`src/rtl/spi_cfg_master_if.sv`:
```
`default_nettype none
// ============================================================================
// Module      : spi_cfg_master_if
// Description : Request/response handshake and SPI pin bundle for the
//               configuration-port master. The master modport faces the
//               SPI master; the slave modport faces whoever issues frames
//               and models the serial slave.
// Revision    : 1.0  initial release
// ============================================================================
interface spi_cfg_master_if #(
    parameter int FRAME_W = 16
);
    logic               start;
    logic [FRAME_W-1:0] tx_data;
    logic               busy;
    logic               done;
    logic [FRAME_W-1:0] rx_data;
    logic               ss;
    logic               sck;
    logic               mosi;
    logic               miso;

    modport master (
        input  start, tx_data, miso,
        output busy, done, rx_data, ss, sck, mosi
    );

    modport slave (
        output start, tx_data, miso,
        input  busy, done, rx_data, ss, sck, mosi
    );
endinterface
`default_nettype wire

```
`src/rtl/spi_cfg_master.sv`:
```
`default_nettype none
// ============================================================================
// Module      : spi_cfg_master
// Description : SPI mode-0 master for the digital_block analog-mux config
//               port. Shifts one FRAME_W-bit frame out MSB first per accepted
//               start, captures the returned miso frame and reports it with
//               a one-cycle done pulse. sck half-period is CLK_DIV clk cycles.
// Revision    : 1.0  initial release
// ============================================================================
module spi_cfg_master #(
    parameter int FRAME_W  = 16,
    parameter int CLK_DIV  = 4,
    parameter int CS_SETUP = 2,
    parameter int CS_HOLD  = 2
) (
    input  logic             clk,
    input  logic             rst,
    spi_cfg_master_if.master bus
);

    localparam int c_DIV_W  = $clog2(CLK_DIV) + 1;
    localparam int c_CS_MAX = (CS_SETUP > CS_HOLD) ? CS_SETUP : CS_HOLD;
    localparam int c_CS_W   = $clog2(c_CS_MAX) + 1;
    localparam int c_BIT_W  = $clog2(FRAME_W);

    localparam logic [c_DIV_W-1:0] c_DIV_LAST   = c_DIV_W'(CLK_DIV - 1);
    localparam logic [c_CS_W-1:0]  c_SETUP_LAST = c_CS_W'(CS_SETUP - 1);
    localparam logic [c_CS_W-1:0]  c_HOLD_LAST  = c_CS_W'(CS_HOLD - 1);
    localparam logic [c_BIT_W-1:0] c_BIT_LAST   = c_BIT_W'(FRAME_W - 1);

    localparam logic [2:0] c_ST_IDLE  = 3'd0;
    localparam logic [2:0] c_ST_SETUP = 3'd1;
    localparam logic [2:0] c_ST_LOW   = 3'd2;
    localparam logic [2:0] c_ST_HIGH  = 3'd3;
    localparam logic [2:0] c_ST_HOLD  = 3'd4;

    logic [2:0]         r_state;
    logic [2:0]         w_state_nxt;
    logic [c_DIV_W-1:0] r_div_cnt;
    logic [c_CS_W-1:0]  r_cs_cnt;
    logic [c_BIT_W-1:0] r_bit_cnt;
    logic [FRAME_W-1:0] r_tx_sh;
    logic [FRAME_W-1:0] r_rx_sh;
    logic [FRAME_W-1:0] r_rx_data;
    logic               r_done;
    logic               w_state_change;

    assign w_state_change = (w_state_nxt != r_state);

    // State register; reset returns to IDLE from anywhere, aborting a frame.
    always_ff @(posedge clk) begin
        if (rst) begin
            r_state <= c_ST_IDLE;
        end else begin
            r_state <= w_state_nxt;
        end
    end

    // Next-state: each phase lasts a fixed count, HIGH loops back to LOW
    // until the last bit has been clocked.
    always_comb begin
        w_state_nxt = r_state;
        case (r_state)
            c_ST_IDLE:  if (bus.start)                  w_state_nxt = c_ST_SETUP;
            c_ST_SETUP: if (r_cs_cnt == c_SETUP_LAST)   w_state_nxt = c_ST_LOW;
            c_ST_LOW:   if (r_div_cnt == c_DIV_LAST)    w_state_nxt = c_ST_HIGH;
            c_ST_HIGH: begin
                if (r_div_cnt == c_DIV_LAST) begin
                    w_state_nxt = (r_bit_cnt == c_BIT_LAST) ? c_ST_HOLD : c_ST_LOW;
                end
            end
            c_ST_HOLD:  if (r_cs_cnt == c_HOLD_LAST)    w_state_nxt = c_ST_IDLE;
            default:                                    w_state_nxt = c_ST_IDLE;
        endcase
    end

    // Phase counters restart on every state change so each phase length is
    // measured from its own entry cycle.
    always_ff @(posedge clk) begin
        if (rst) begin
            r_div_cnt <= '0;
            r_cs_cnt  <= '0;
        end else if (w_state_change) begin
            r_div_cnt <= '0;
            r_cs_cnt  <= '0;
        end else begin
            if (r_state == c_ST_LOW || r_state == c_ST_HIGH) begin
                r_div_cnt <= r_div_cnt + c_DIV_W'(1);
            end
            if (r_state == c_ST_SETUP || r_state == c_ST_HOLD) begin
                r_cs_cnt <= r_cs_cnt + c_CS_W'(1);
            end
        end
    end

    // Shift datapath: latch on accept, sample miso on the sck rising edge,
    // advance mosi on the sck falling edge, publish the frame on completion.
    always_ff @(posedge clk) begin
        if (rst) begin
            r_bit_cnt <= '0;
            r_tx_sh   <= '0;
            r_rx_sh   <= '0;
            r_rx_data <= '0;
            r_done    <= 1'b0;
        end else begin
            r_done <= 1'b0;
            if (r_state == c_ST_IDLE && bus.start) begin
                r_tx_sh   <= bus.tx_data;
                r_bit_cnt <= '0;
            end
            if (r_state == c_ST_LOW && w_state_nxt == c_ST_HIGH) begin
                r_rx_sh <= {r_rx_sh[FRAME_W-2:0], bus.miso};
            end
            if (r_state == c_ST_HIGH && w_state_nxt == c_ST_LOW) begin
                r_bit_cnt <= r_bit_cnt + c_BIT_W'(1);
                r_tx_sh   <= {r_tx_sh[FRAME_W-2:0], 1'b0};
            end
            if (r_state == c_ST_HOLD && w_state_nxt == c_ST_IDLE) begin
                r_done    <= 1'b1;
                r_rx_data <= r_rx_sh;
            end
        end
    end

    // Pin outputs are straight decodes of registered state, so no glitches
    // beyond the register outputs themselves.
    assign bus.ss      = (r_state == c_ST_IDLE);
    assign bus.sck     = (r_state == c_ST_HIGH);
    assign bus.mosi    = r_tx_sh[FRAME_W-1];
    assign bus.busy    = (r_state != c_ST_IDLE);
    assign bus.done    = r_done;
    assign bus.rx_data = r_rx_data;

endmodule
`default_nettype wire

```
`src/flat_wrapper.sv`:
```
// flat-port wrapper written by rule: the top's interface ports become plain ports
module spi_cfg_master_flat 
#(
    parameter int FRAME_W  = 16,
    parameter int CLK_DIV  = 4,
    parameter int CS_SETUP = 2,
    parameter int CS_HOLD  = 2
)
  (clk, rst, bus_start, bus_tx_data, bus_miso, bus_busy, bus_done, bus_rx_data, bus_ss, bus_sck, bus_mosi);
  spi_cfg_master_if #(.FRAME_W(FRAME_W)) bus_i ();
  input  logic clk;
  input  logic rst;
  input wire logic [$bits(bus_i.start)-1:0] bus_start;
  input wire logic [$bits(bus_i.tx_data)-1:0] bus_tx_data;
  input wire logic [$bits(bus_i.miso)-1:0] bus_miso;
  output wire logic [$bits(bus_i.busy)-1:0] bus_busy;
  output wire logic [$bits(bus_i.done)-1:0] bus_done;
  output wire logic [$bits(bus_i.rx_data)-1:0] bus_rx_data;
  output wire logic [$bits(bus_i.ss)-1:0] bus_ss;
  output wire logic [$bits(bus_i.sck)-1:0] bus_sck;
  output wire logic [$bits(bus_i.mosi)-1:0] bus_mosi;
  assign bus_i.start = bus_start;
  assign bus_i.tx_data = bus_tx_data;
  assign bus_i.miso = bus_miso;
  assign bus_busy = bus_i.busy;
  assign bus_done = bus_i.done;
  assign bus_rx_data = bus_i.rx_data;
  assign bus_ss = bus_i.ss;
  assign bus_sck = bus_i.sck;
  assign bus_mosi = bus_i.mosi;
  spi_cfg_master #(.FRAME_W(FRAME_W), .CLK_DIV(CLK_DIV), .CS_SETUP(CS_SETUP), .CS_HOLD(CS_HOLD)) u_core (.clk(clk), .rst(rst), .bus(bus_i));
endmodule
```
`config.mk`:
```
export PLATFORM = sky130hd
export DESIGN_NAME = spi_cfg_master_flat
export DESIGN_NICKNAME = d
export VERILOG_FILES = /design/src/rtl/spi_cfg_master_if.sv /design/src/rtl/spi_cfg_master.sv /design/src/flat_wrapper.sv
export SDC_FILE = /design/constraint.sdc
export NUM_CORES = 1
export LEC_CHECK = 0
export ABC_AREA = 1
export BUFFER_PORTS_ARGS = -buffer_cell sky130_fd_sc_hd__buf_2
export CAP_MARGIN = 20
export CORE_ASPECT_RATIO = 0.5
export CORE_MARGIN = 2
export CORE_UTILIZATION = 35
export CTS_BUF_LIST = sky130_fd_sc_hd__clkbuf_4
export DETAILED_ROUTE_END_ITERATION = 6
export GPL_ROUTABILITY_DRIVEN = 0
export HOLD_SLACK_MARGIN = 0.03
export PLACE_DENSITY = 0.53
export SKIP_CTS_REPAIR_TIMING = 1
export SLEW_MARGIN = 20
export SYNTH_ARGS = -nofsm -noshare
export SYNTH_HDL_FRONTEND = slang
export SYNTH_SLANG_ARGS = --single-unit
```
`constraint.sdc`:
```
create_clock -name clk -period 4.7 [get_ports clk]
set_input_delay 0.705 -clock clk [delete_from_list [all_inputs] [get_ports clk]]
set_output_delay 0.705 -clock clk [all_outputs]
set_load 0.01 [all_outputs]
```
==> results.py <==
metrics = {
    "critical_path": {
        "crit_required_ps": 5040,
        "critical_path.endpoint_type": "register",
        "path_class": "register to register",
        "cp_max_fo": 35,
        "path_delay_family": "simple AND/OR/NAND/NOR gates",
        "cp-start-kind": "register",
        "path_buf_inv": 1,
        "crit_chain": "ha_1 > ha_1 > inv_1 > nor2_2 > nand2_4 > nand2_1 > nand2_1 > a21oi_1",
        "arrival_ps": 2580,
        "cp_slowest_cell": "nor2_2",
        "slowest_delay_ps": 660,
    },
    "min_path": {
        "hold_class": "register to register",
    },
    "pwr": {
        "power.internal_uw": 725,
        "p_comb_frac": 0.095,
        "p_sw_frac": 0.257,
        "switchingPower_uw": 251,
        "p_leak_nw": 1.51,
        "ir_drop_uv": 112,
        "clkPwrFrac": 0.354,
        "sequentialPowerShare": 0.552,
        "powerDensity_nw_per_um2": 311,
    },
    "final_layout": {
        "final_area_um2": 3140,
        "stdcell_count": 550,
        "regArea_um2": 1220,
        "final_nets": 462,
        "fillers": 868,
        "drive_gt1_frac": 0.156,
        "n_antenna_cell": 0,
        "area_growth_pct": 12.2,
        "multiInputGateArea_um2": 1280,
    },
    "timing": {
        "finClkSkew_ps": 9.31,
        "timing.fmax_mhz": 448,
        "rsz0062_at_grt": "no",
        "min_period_ps": 2230,
        "slew_viol_final": 0,
        "setup_slack_ps": 2470,
        "setup_viol": 0,
        "worst_pin_slew_ps": 896,
        "timing.final.crit_share": 0.475,
        "finalSetupTns_ps": 0,
        "final_hold_viol_count": 0,
        "relSlewSlack": 0.402,
    },
    "floorplanning": {
        "std_cell_rows": 22,
        "core_area_um2": 7540,
        "die_height_um": 67.2,
        "initial_utilization": 0.371,
        "ios": 41,
        "die_width_um": 130,
        "die_area_um2": 8760,
    },
    "route": {
        "vias_per_cell": 4.37,
        "drt-wirelength-per-cell_um": 10.1,
        "ant_nets": 0,
        "top_layer_used": "met4",
        "drt_iter0_drc": 136,
        "wl_met1_mm": 2.95,
        "firstDrtPassIters": 4,
        "routed-via-count": 2403,
        "drc": 0,
        "drt_wl_total_mm": 5.55,
        "routed-wl-met3_um": 242,
        "wl_met2_mm": 2.29,
    },
    "place": {
        "port_buffers": 40,
        "place_inst": 534,
        "placed_area_um2": 3010,
        "hpwlAfterDp_mm": 3.50,
        "place_ws_ps": 2430,
    },
    "synth": {
        "ys_seq_area_frac": 0.437,
        "postSynthAreaPerCell_um2": 6.87,
        "synthesis.nets": 432,
        "synthFlopType": "dfxtp_1",
        "synth_seq_cells": 61,
        "syn_inst": 407,
        "async_flop_share": 0,
        "syn_area_um2": 2800,
        "synth.distinct_cells": 28,
        "synth-edff-count": 0,
        "yosys_warnings": 0,
    },
    "clock_tree": {
        "cts_tree": "yes",
        "clockRootBuffer": "clkbuf_4",
        "clk_latency_ps": 410,
        "h-tree-depth": 3,
        "cts.clk_slew.worst_paths_ps": 100,
        "cts_num_sinks": 61,
        "numCtsBuffers": 9,
        "clockBufferDepth": 2,
    },
    "grt": {
        "overflow": 0,
        "grt_max_degree": 36,
        "grt_pass1_vias": 2124,
        "grt_pass1_wl_mm": 9.54,
        "grt.total_usage": 0.142,
        "antenna_found_initial": 0,
    },
    "job": {
        "cap_violations": 0,
    },
    "status": {
        "outcome": "finished clean",
    },
}
[metal layers]
metal | up-vias | track usage
li1 | 1323 | -
met2 | 40 | 0.219
met1 | 1032 | 0.179
met4 | 0 | 0.0598
met5 | - | 0
met3 | 8 | 0.0547
[stage by stage]
| step | total power, mW | util | hold slack (ps) |
|---|---|---|---|
| 2_1_floorplan | 0.623 | - | 456 |
| 3_5_place_dp | 0.644 | 0.399 | 477 |
| 4_1_cts | 1.00 | 0.416 | 492 |
| 6_report | 0.976 | 0.416 | 489 |
| 3_3_place_gp | 0.645 | 0.399 | 467 |
| 5_1_grt | 1.04 | 0.416 | 508 |
[cell usage after synthesis (2+ instances only)]
cell type / n / area [um^2]
nand2_1: 96 / 360
clkbuf_1: 7 / 26.3
xnor2_1: 3 / 26.3
nand3_2: 2 / 20.0
nor2_2: 3 / 18.8
nand2_2: 2 / 12.5
nand3_1: 40 / 200
buf_2: 6 / 30.0
o21ai_0: 19 / 95.1
inv_2: 4 / 15.0
dfxtp_1: 61 / 1220
inv_1: 40 / 150
ha_1: 5 / 62.6
mux2i_1: 2 / 20.0
a21oi_1: 19 / 95.1
nor3_2: 2 / 20.0
nor2_1: 81 / 304
buf_4: 5 / 37.5
[worst paths after layout]
check                           cells past startpoint                             end                              from  slack (ps)
worst max-delay path                                8  u_core.r_tx_sh[1]$_SDFFE_PP0P_  u_core.r_div_cnt[0]$_SDFFE_PP0P_        2470
worst min-delay path                                2  u_core.r_tx_sh[4]$_SDFFE_PP0P_    u_core.r_tx_sh[4]$_SDFFE_PP0P_         490
worst max register to register                      8  u_core.r_tx_sh[1]$_SDFFE_PP0P_  u_core.r_div_cnt[0]$_SDFFE_PP0P_        2470
worst min register to register                      2  u_core.r_tx_sh[4]$_SDFFE_PP0P_    u_core.r_tx_sh[4]$_SDFFE_PP0P_         490
[power by group through the flow]
stage / Combinational [mW] / Sequential [mW] / Clock (mW)
floorplan: 0.0736 / 0.549 / 0
global placement: 0.0940 / 0.551 / 0
detailed placement: 0.0936 / 0.550 / 0
CTS: 0.0942 / 0.538 / 0.368
global route: 0.108 / 0.541 / 0.387
finish: 0.0926 / 0.538 / 0.345
[worst register-to-register path, cell delays in order (launching register included)]
cell	delay, ps
dfxtp_1	360
ha_1	180
ha_1	170
inv_1	80
nor2_2	660
nand2_4	380
nand2_1	190
nand2_1	60
a21oi_1	110
[layout by cell type, fill, tap and decap left out]
cell type   instances
nand3_2             2
nand3_1            40
dfxtp_1            61
clkinvlp_4          1
nand2_1            96
nor3_1              1
nand2_4             1
o21ai_0            19
bufinv_16           1
mux2i_1             2
nand4_1             1
nor3_2              2
xnor2_1             3
clkbuf_4           10
o21ai_1             1
nor2_2              3
inv_2               4
or2_2               1
a21oi_2             1
nand3b_1            1
clkinv_1            3
nor2_1             81
clkinv_2            1
ha_1                5
inv_1              40
buf_2              40
a21oi_1            19
nand2_2             2
[sequential cells by signal (all words and copies together), names as in the netlist]
signal / count
u_core.bus.done: 1
u_core.bus.rx_data: 16
u_core.r_bit_cnt: 4
u_core.r_cs_cnt: 2
u_core.r_div_cnt: 3
u_core.r_rx_sh: 16
u_core.r_state: 3
u_core.r_tx_sh: 16
[final cells by class]
cell class | count | area share
multi-input cells | 281 | 0.410
flip-flops and latches | 61 | 0.389
repair buffers | 40 | 0.0638
inverters | 44 | 0.0527
well taps | 108 | 0.0431
clock buffers | 10 | 0.0239
clock inverters | 6 | 0.0172
[kinds of logic after synthesis]
logic type	count (synthesis)	share of synthesized area
simple gates	231	0.348
buf+inv	65	0.103
flops	61	0.437
compound gates	40	0.0730
fa+ha+maj	5	0.0224
xor+xnor	3	0.00940
mux	2	0.00716
(Power assumes the default switching activity.)
